`src/rtl/riscv_rf_mp.sv`:
```
// rtl/riscv_rf_mp.sv - parametrised multi-port RV32I register file, two-stage synchronous reads
// Define RISCV_RF_MP_BYPASS_EN to forward same-edge committed writes into the data stage.

module riscv_rf_mp #(
  parameter int XLEN = 32,
  parameter int NREG = 32,
  parameter int NRD  = 2,
  parameter int NWR  = 1,
  localparam int AW  = $clog2(NREG)
) (
  input  logic                clk,
  input  logic                rst,
  input  logic                pd_stall_i,
  input  logic                id_stall_i,
  input  logic [NRD*AW-1:0]   rd_addr_i,
  output logic [NRD*XLEN-1:0] rd_data_o,
  input  logic [NWR-1:0]      we_i,
  input  logic [NWR*AW-1:0]   wr_addr_i,
  input  logic [NWR*XLEN-1:0] wr_data_i
);

  // x0 has no storage; it is synthesised as a constant zero on the read path.
  logic [XLEN-1:0] rf [1:NREG-1];
  logic [AW-1:0]   sa [NRD];
  logic [XLEN-1:0] rd_next [NRD];
  logic [NWR-1:0]  wr_commit;

  always_comb begin
    wr_commit = '0;
    for (int j = 0; j < NWR; j++) begin
      wr_commit[j] = we_i[j] && !pd_stall_i && !id_stall_i && !rst &&
                     (wr_addr_i[j*AW +: AW] != '0);
    end
  end

  // Later write ports are evaluated last, so port 1 wins on an address collision.
  always_ff @(posedge clk) begin
    if (rst) begin
      for (int r = 1; r < NREG; r++) rf[r] <= '0;
    end else begin
      for (int r = 1; r < NREG; r++) begin
        for (int j = 0; j < NWR; j++) begin
          if (wr_commit[j] && (wr_addr_i[j*AW +: AW] == AW'(r)))
            rf[r] <= wr_data_i[j*XLEN +: XLEN];
        end
      end
    end
  end

  always_ff @(posedge clk) begin
    if (rst) begin
      for (int k = 0; k < NRD; k++) sa[k] <= '0;
    end else if (!pd_stall_i) begin
      for (int k = 0; k < NRD; k++) sa[k] <= rd_addr_i[k*AW +: AW];
    end
  end

  always_comb begin
    for (int k = 0; k < NRD; k++) begin
      rd_next[k] = '0;
      for (int r = 1; r < NREG; r++) begin
        if (sa[k] == AW'(r)) rd_next[k] = rf[r];
      end
`ifdef RISCV_RF_MP_BYPASS_EN
      // A commit always targets a nonzero address, so x0 is never forwarded.
      for (int j = 0; j < NWR; j++) begin
        if (wr_commit[j] && (wr_addr_i[j*AW +: AW] == sa[k]))
          rd_next[k] = wr_data_i[j*XLEN +: XLEN];
      end
`endif
    end
  end

  always_ff @(posedge clk) begin
    if (rst) begin
      rd_data_o <= '0;
    end else if (!id_stall_i) begin
      for (int k = 0; k < NRD; k++) rd_data_o[k*XLEN +: XLEN] <= rd_next[k];
    end
  end

endmodule

```
`config.mk`:
```
export PLATFORM = sky130hd
export DESIGN_NAME = riscv_rf_mp
export DESIGN_NICKNAME = d
export VERILOG_FILES = /design/src/rtl/riscv_rf_mp.sv
export SDC_FILE = /design/constraint.sdc
export NUM_CORES = 2
export LEC_CHECK = 0
export ABC_AREA = 1
export CAP_MARGIN = 20
export CORE_MARGIN = 1
export CORE_UTILIZATION = 44
export CTS_BUF_LIST = sky130_fd_sc_hd__clkbuf_8 sky130_fd_sc_hd__clkbuf_16
export DETAILED_ROUTE_END_ITERATION = 16
export GPL_TIMING_DRIVEN = 0
export PLACE_DENSITY = 0.66
export REMOVE_ABC_BUFFERS = 1
export SYNTH_ARGS = -nofsm -noshare
export SYNTH_HDL_FRONTEND = slang
export SYNTH_SLANG_ARGS = --single-unit
```
`constraint.sdc`:
```
create_clock -name clk -period 4.09 [get_ports clk]
set_input_delay 0.818 -clock clk [delete_from_list [all_inputs] [get_ports clk]]
set_output_delay 0.818 -clock clk [all_outputs]
set_load 0.05 [all_outputs]
```
## Word-level counts from Yosys, hierarchy flattened

Memory sizes are Yosys's and may differ from the RTL's.
Index checks and enable logic that the tools add are counted.

| word-level totals | value |
|---|---|
| word-level logic and storage cells | 361 |
| memories kept | 2 |
| memory bits (writable) | 1002 |
| register bits after elaboration | 64 |
| output and inout bits | 64 |

Memory list:

| memory | words | width | read ports | clocked after Yosys merged registers in | write ports | RTL line | RTL |
|---|---|---|---|---|---|---|---|
| rf | 31 | 32 | 31 | 0 | 31 | 23 | `logic [XLEN-1:0] rf [1:NREG-1];` |
| sa | 2 | 5 | 2 | 0 | 2 | 24 | `logic [AW-1:0] sa [NRD];` |

| cells by class | value |
|---|---|
| reductions and logical operators | 39 |
| eq/ne operators | 93 |
| bitwise operators | 33 |
| muxes and demuxes | 193 |

Operator list:

| operator | number |
|---|---|
| $mux 32 | 93 |
| $eq 5x5->1 const B | 48 |
| $eq 5x4->1 const B | 24 |
| $mux 1 | 98 |
| $eq 5x3->1 const B | 12 |
| $logic_and 1x1->1 | 35 |
| $or 1x1->1 | 33 |
| $eq 5x2->1 const B | 6 |
| $eq 5x1->1 const B | 3 |
| $mux 5 | 2 |
| $reduce_bool 5->1 | 1 |
| $logic_not 1->1 | 3 |

## Logic depth before layout (Yosys ltp)

| logic depth | value |
|---|---|
| depth after elaboration | 32 |
| depth in mapped cells | 24 |
| depth with buffers taken out | 23 |

## Worst setup path before layout

OpenSTA, ideal clock, no wires.

| timing | value |
|---|---|
| path type | input -> register |
| start point | in rst |
| end point | reg, netlist name rf[0][100] |
| arrival time | 3028 ps |
| required time | 3701 ps |
| buffers on the path | 3 |
| cell stages on the path | 8 |
| setup time | 389 ps |
| path slack | 673 ps |
| cells stage by stage | clkbuf_1 nor2_1 nand3_1 nor3_1 clkbuf_1 nand2_1 clkbuf_1 nand2_1 |

RTL lines:

| item | RTL line | RTL |
|---|---|---|
| from (decl) | 12 | `input logic rst,` |

==> flow_summary_export.csv <==
group,metric,value,unit
logic_synthesis,synth_top_area_share,56.24,%
sta,fin_ws,-0.3960,ns
finish,final_area,0.06334,sq mm
critical_path,path_cells,"buf_4 > buf_4 > inv_1 > nand2_1 > nor2_2 > nand2_4 > inv_6 > nand2_1 > nand2_1 > nand4_1 > nor2_2 > nand4_1 > nor2_2 > nand4_1 > nor2_1 > nand4_1 > nor2_2 > nand4_1 > nor2_1 > nand4_1 > nor2_4 > nor2_1",
power,swShare,28.66,%
critical_path,slowest_delay,0.44,ns
critical_path,arrival,5.08,ns
power,power_frac_comb,15.0,%
logic_synthesis,synthTopCellsByArea,"edfxtp_1 56%, nor2_1 14%, nand2_1 11%",
routing,viasPerCell,5.910,
logic_synthesis,synth_cells,6409,
critical_path,crit_top_cell,"nand4_1",
finish,drive_above_1_share,10.75,%
clock_tree,cts.clk_slew.worst_paths,0.06,ns
grt,grt_max_degree,83,
power,switching_power,7.803,mW
sta,hold_viol_final,0,
routing,wl,200200,um
die,coreArea,0.1203,sq mm
outcome,status,"finished, violations left",
sta,period_share,109.7,%
clock_tree,clock_sinks,1066,
critical_path,reg2reg_from,"sa[0][8]",
logic_synthesis,synth.avg_cell_area,8.348,sq um
min_path,hold_start,"rd_data_o[3]",
logic_synthesis,synthDistinctLibCells,27,
die,die_h,350.7,um
power,power.density,429.8,mW/mm^2
power,seqPwrFrac,47.0,%
clock_tree,h-tree-depth,3,
finish,final_common_cell,"nor2_1",
die,initial_utilization,44.48,%
sta,period_minus_slack,4.486,ns
grt,grt-ovfl-total,0,
logic_synthesis,yosysTopAreaCell,"edfxtp_1",
clock_tree,cts_root_buf,"clkbuf_16",
sta,setup_viol,68,
routing,wl_per_cell,24.64,um
clock_tree,clock_path_buffers,3,
outcome,failed_checks,"setup timing",
sta,fmax,0.2229,GHz
sta,fin_skew,0.02331,ns
min_path,hold_depth,2,
logic_synthesis,syn-cell-area,0.05350,sq mm
finish,area_growth,18.38,%
power,intPower,19.42,mW
routing,drtIter0Drc,7819,
die,io_pins,116,
sta,finalSetupTns,-4.476,ns
place,post-dp-hpwl,127700,um
place,gp_congestion,0.9640,
sta,worstMarginPinSlew,1.204,ns
critical_path,startpoint_type,"flop",
logic_synthesis,ys_seq_elements,1066,
grt,grt_usage,31.35,%
critical_path,crit_type,"flop to flop",
critical_path,required,4.68,ns
clock_tree,cts_buffers,111,
grt,grt_first_pass_wirelength,283200,um
grt,grt_pass1_vias,42880,
routing,ant_nets,0,
place,place_area,0.05804,sq mm
sta,slew_viol_final,0,
critical_path,critPathLaunch,"sa[0][8]",
run,drv_cap,0,
routing,drc,0,
grt,antenna_found_initial,0,
finish,final_nets,6471,
min_path,hold_class,"flop to flop",
critical_path,end_kind,"flop",
die,die-area,0.1230,sq mm
die,row_count,127,
routing,dr.pass1.iters,7,
critical_path,path_max_fanout,18,
critical_path,r2r_cells,22,
clock_tree,cts_tree,"done",
critical_path,critPathTopFamily,"simple AND/OR/NAND/NOR gates",
finish,final_cell_mix,"1797 x nor2_1, 1494 x nand2_1, 1002 x edfxtp_1",
finish,fin_util,52.65,%
critical_path,path_depth,22,
finish,antenna_cells,0,
place,portBuffers,115,
sta,rsz0062_at_grt,"true",
place,pre_cts_slack,-1.644,ns
power,vdd_drop_max,0.0003798,V
routing,vias,48020,
critical_path,path_buf_inv,4,
logic_synthesis,yosysSeqAreaShare,58.63,%
die,die_w,350.7,um
power,p_leak,24.97,nW
critical_path,cpMaxStageDelayCell,"edfxtp_1",
clock_tree,clock_latency,0.72,ns
power,pwr-share-clk,38.0,%
clock_tree,postCtsHoldBufs,0,
sta,maxSlewHeadroom,19.66,%
logic_synthesis,yosysWarningCount,0,
sta,whs,0.5308,ns
cells by family after synthesis:
family                 share of synthesized area [%]
AOI/OAI and AO/OA                              1.880
DFF                                            58.63
and+or+nand+nor                                32.46
buffers and inverters                          7.030
state kept, by name, summed over array words and instances (netlist names):
| register | flops |
|---|---|
| rf | 992 |
| sa | 10 |
| rd_data_o | 64 |
worst reg2reg max path: stages, from the launching register on:
cell and delay [ns]:
edfxtp_1 0.44, buf_4 0.20, buf_4 0.14, inv_1 0.09, nand2_1 0.12, nor2_2 0.17
nand2_4 0.23, inv_6 0.30, nand2_1 0.07, nand2_1 0.10, nand4_1 0.27, nor2_2 0.22
nand4_1 0.14, nor2_2 0.24, nand4_1 0.19, nor2_1 0.14, nand4_1 0.37, nor2_2 0.22
nand4_1 0.13, nor2_1 0.13, nand4_1 0.15, nor2_4 0.20, nor2_1 0.08
cell usage after synthesis:
master,n
a21oi_1,18
and2_1,1
buf_1,16
buf_2,42
buf_4,3
buf_6,2
clkbuf_1,373
clkinv_1,6
dfxtp_1,64
edfxtp_1,1002
inv_1,529
inv_2,10
nand2_1,1573
nand2_2,4
nand3_1,45
nand3_2,2
nand4_1,570
nor2_1,1931
nor2_2,6
nor3_1,10
nor3_2,4
o2111ai_1,32
o21ai_0,126
o21ai_1,1
or2_0,2
or2_1,8
or2_2,29
area by class of cell:
| type | count | area, sq um |
|---|---|---|
| Multi-Input combinational cell | 4368 | 19570 |
| Inverter | 545 | 2131 |
| Clock inverter | 94 | 847.1 |
| Timing Repair inverter | 5 | 32.53 |
| Sequential cell | 1066 | 31370 |
| Fill cell | 10390 | 56950 |
| Timing Repair Buffer | 322 | 4559 |
| Tap cell | 1612 | 2017 |
| Clock buffer | 113 | 2805 |
metal layers:
layer | global-route usage (%) | wire length (um)
met4 | 16.54 | 11500
met5 | 0 | 0
met1 | 41.82 | 72360
met2 | 47.07 | 87200
met3 | 7.858 | 29120
stage by stage:
stage / total power [mW] / std cells
after floorplan: 14.71 / 5973
after global placement: 16.36 / 7700
after CTS: 26.82 / 8079
after detailed placement: 16.63 / 7826
final: 27.22 / 8125
after global routing: 27.78 / 8125
what timing repair did:
item                                    4_1_cts  5_1_grt
resized for setup                            81      164
pin swaps                                    20       89
cloned                                        9        6
endpoints found under the setup margin      752      683
buffers inserted                             37       40
power by group through the flow:
stage               sequential, mW  clock [mW]  combinational (mW)
floorplan                     13.2           0                1.51
global placement              13.0           0                3.31
detailed placement            13.0           0                3.59
CTS                           12.8        10.3                3.74
global route                  12.9        10.7                4.22
finish                        12.8        10.3                4.08
final timing paths:
| path | to | slack (ns) |
|---|---|---|
| hold reg to reg | rd_data_o[3] | 0.53 |
| hold / removal | rd_data_o[3] | 0.53 |
| setup / recovery | rd_data_o[57] | -0.40 |
| setup reg to reg | rd_data_o[57] | -0.40 |
(Power assumes the default switching activity.)
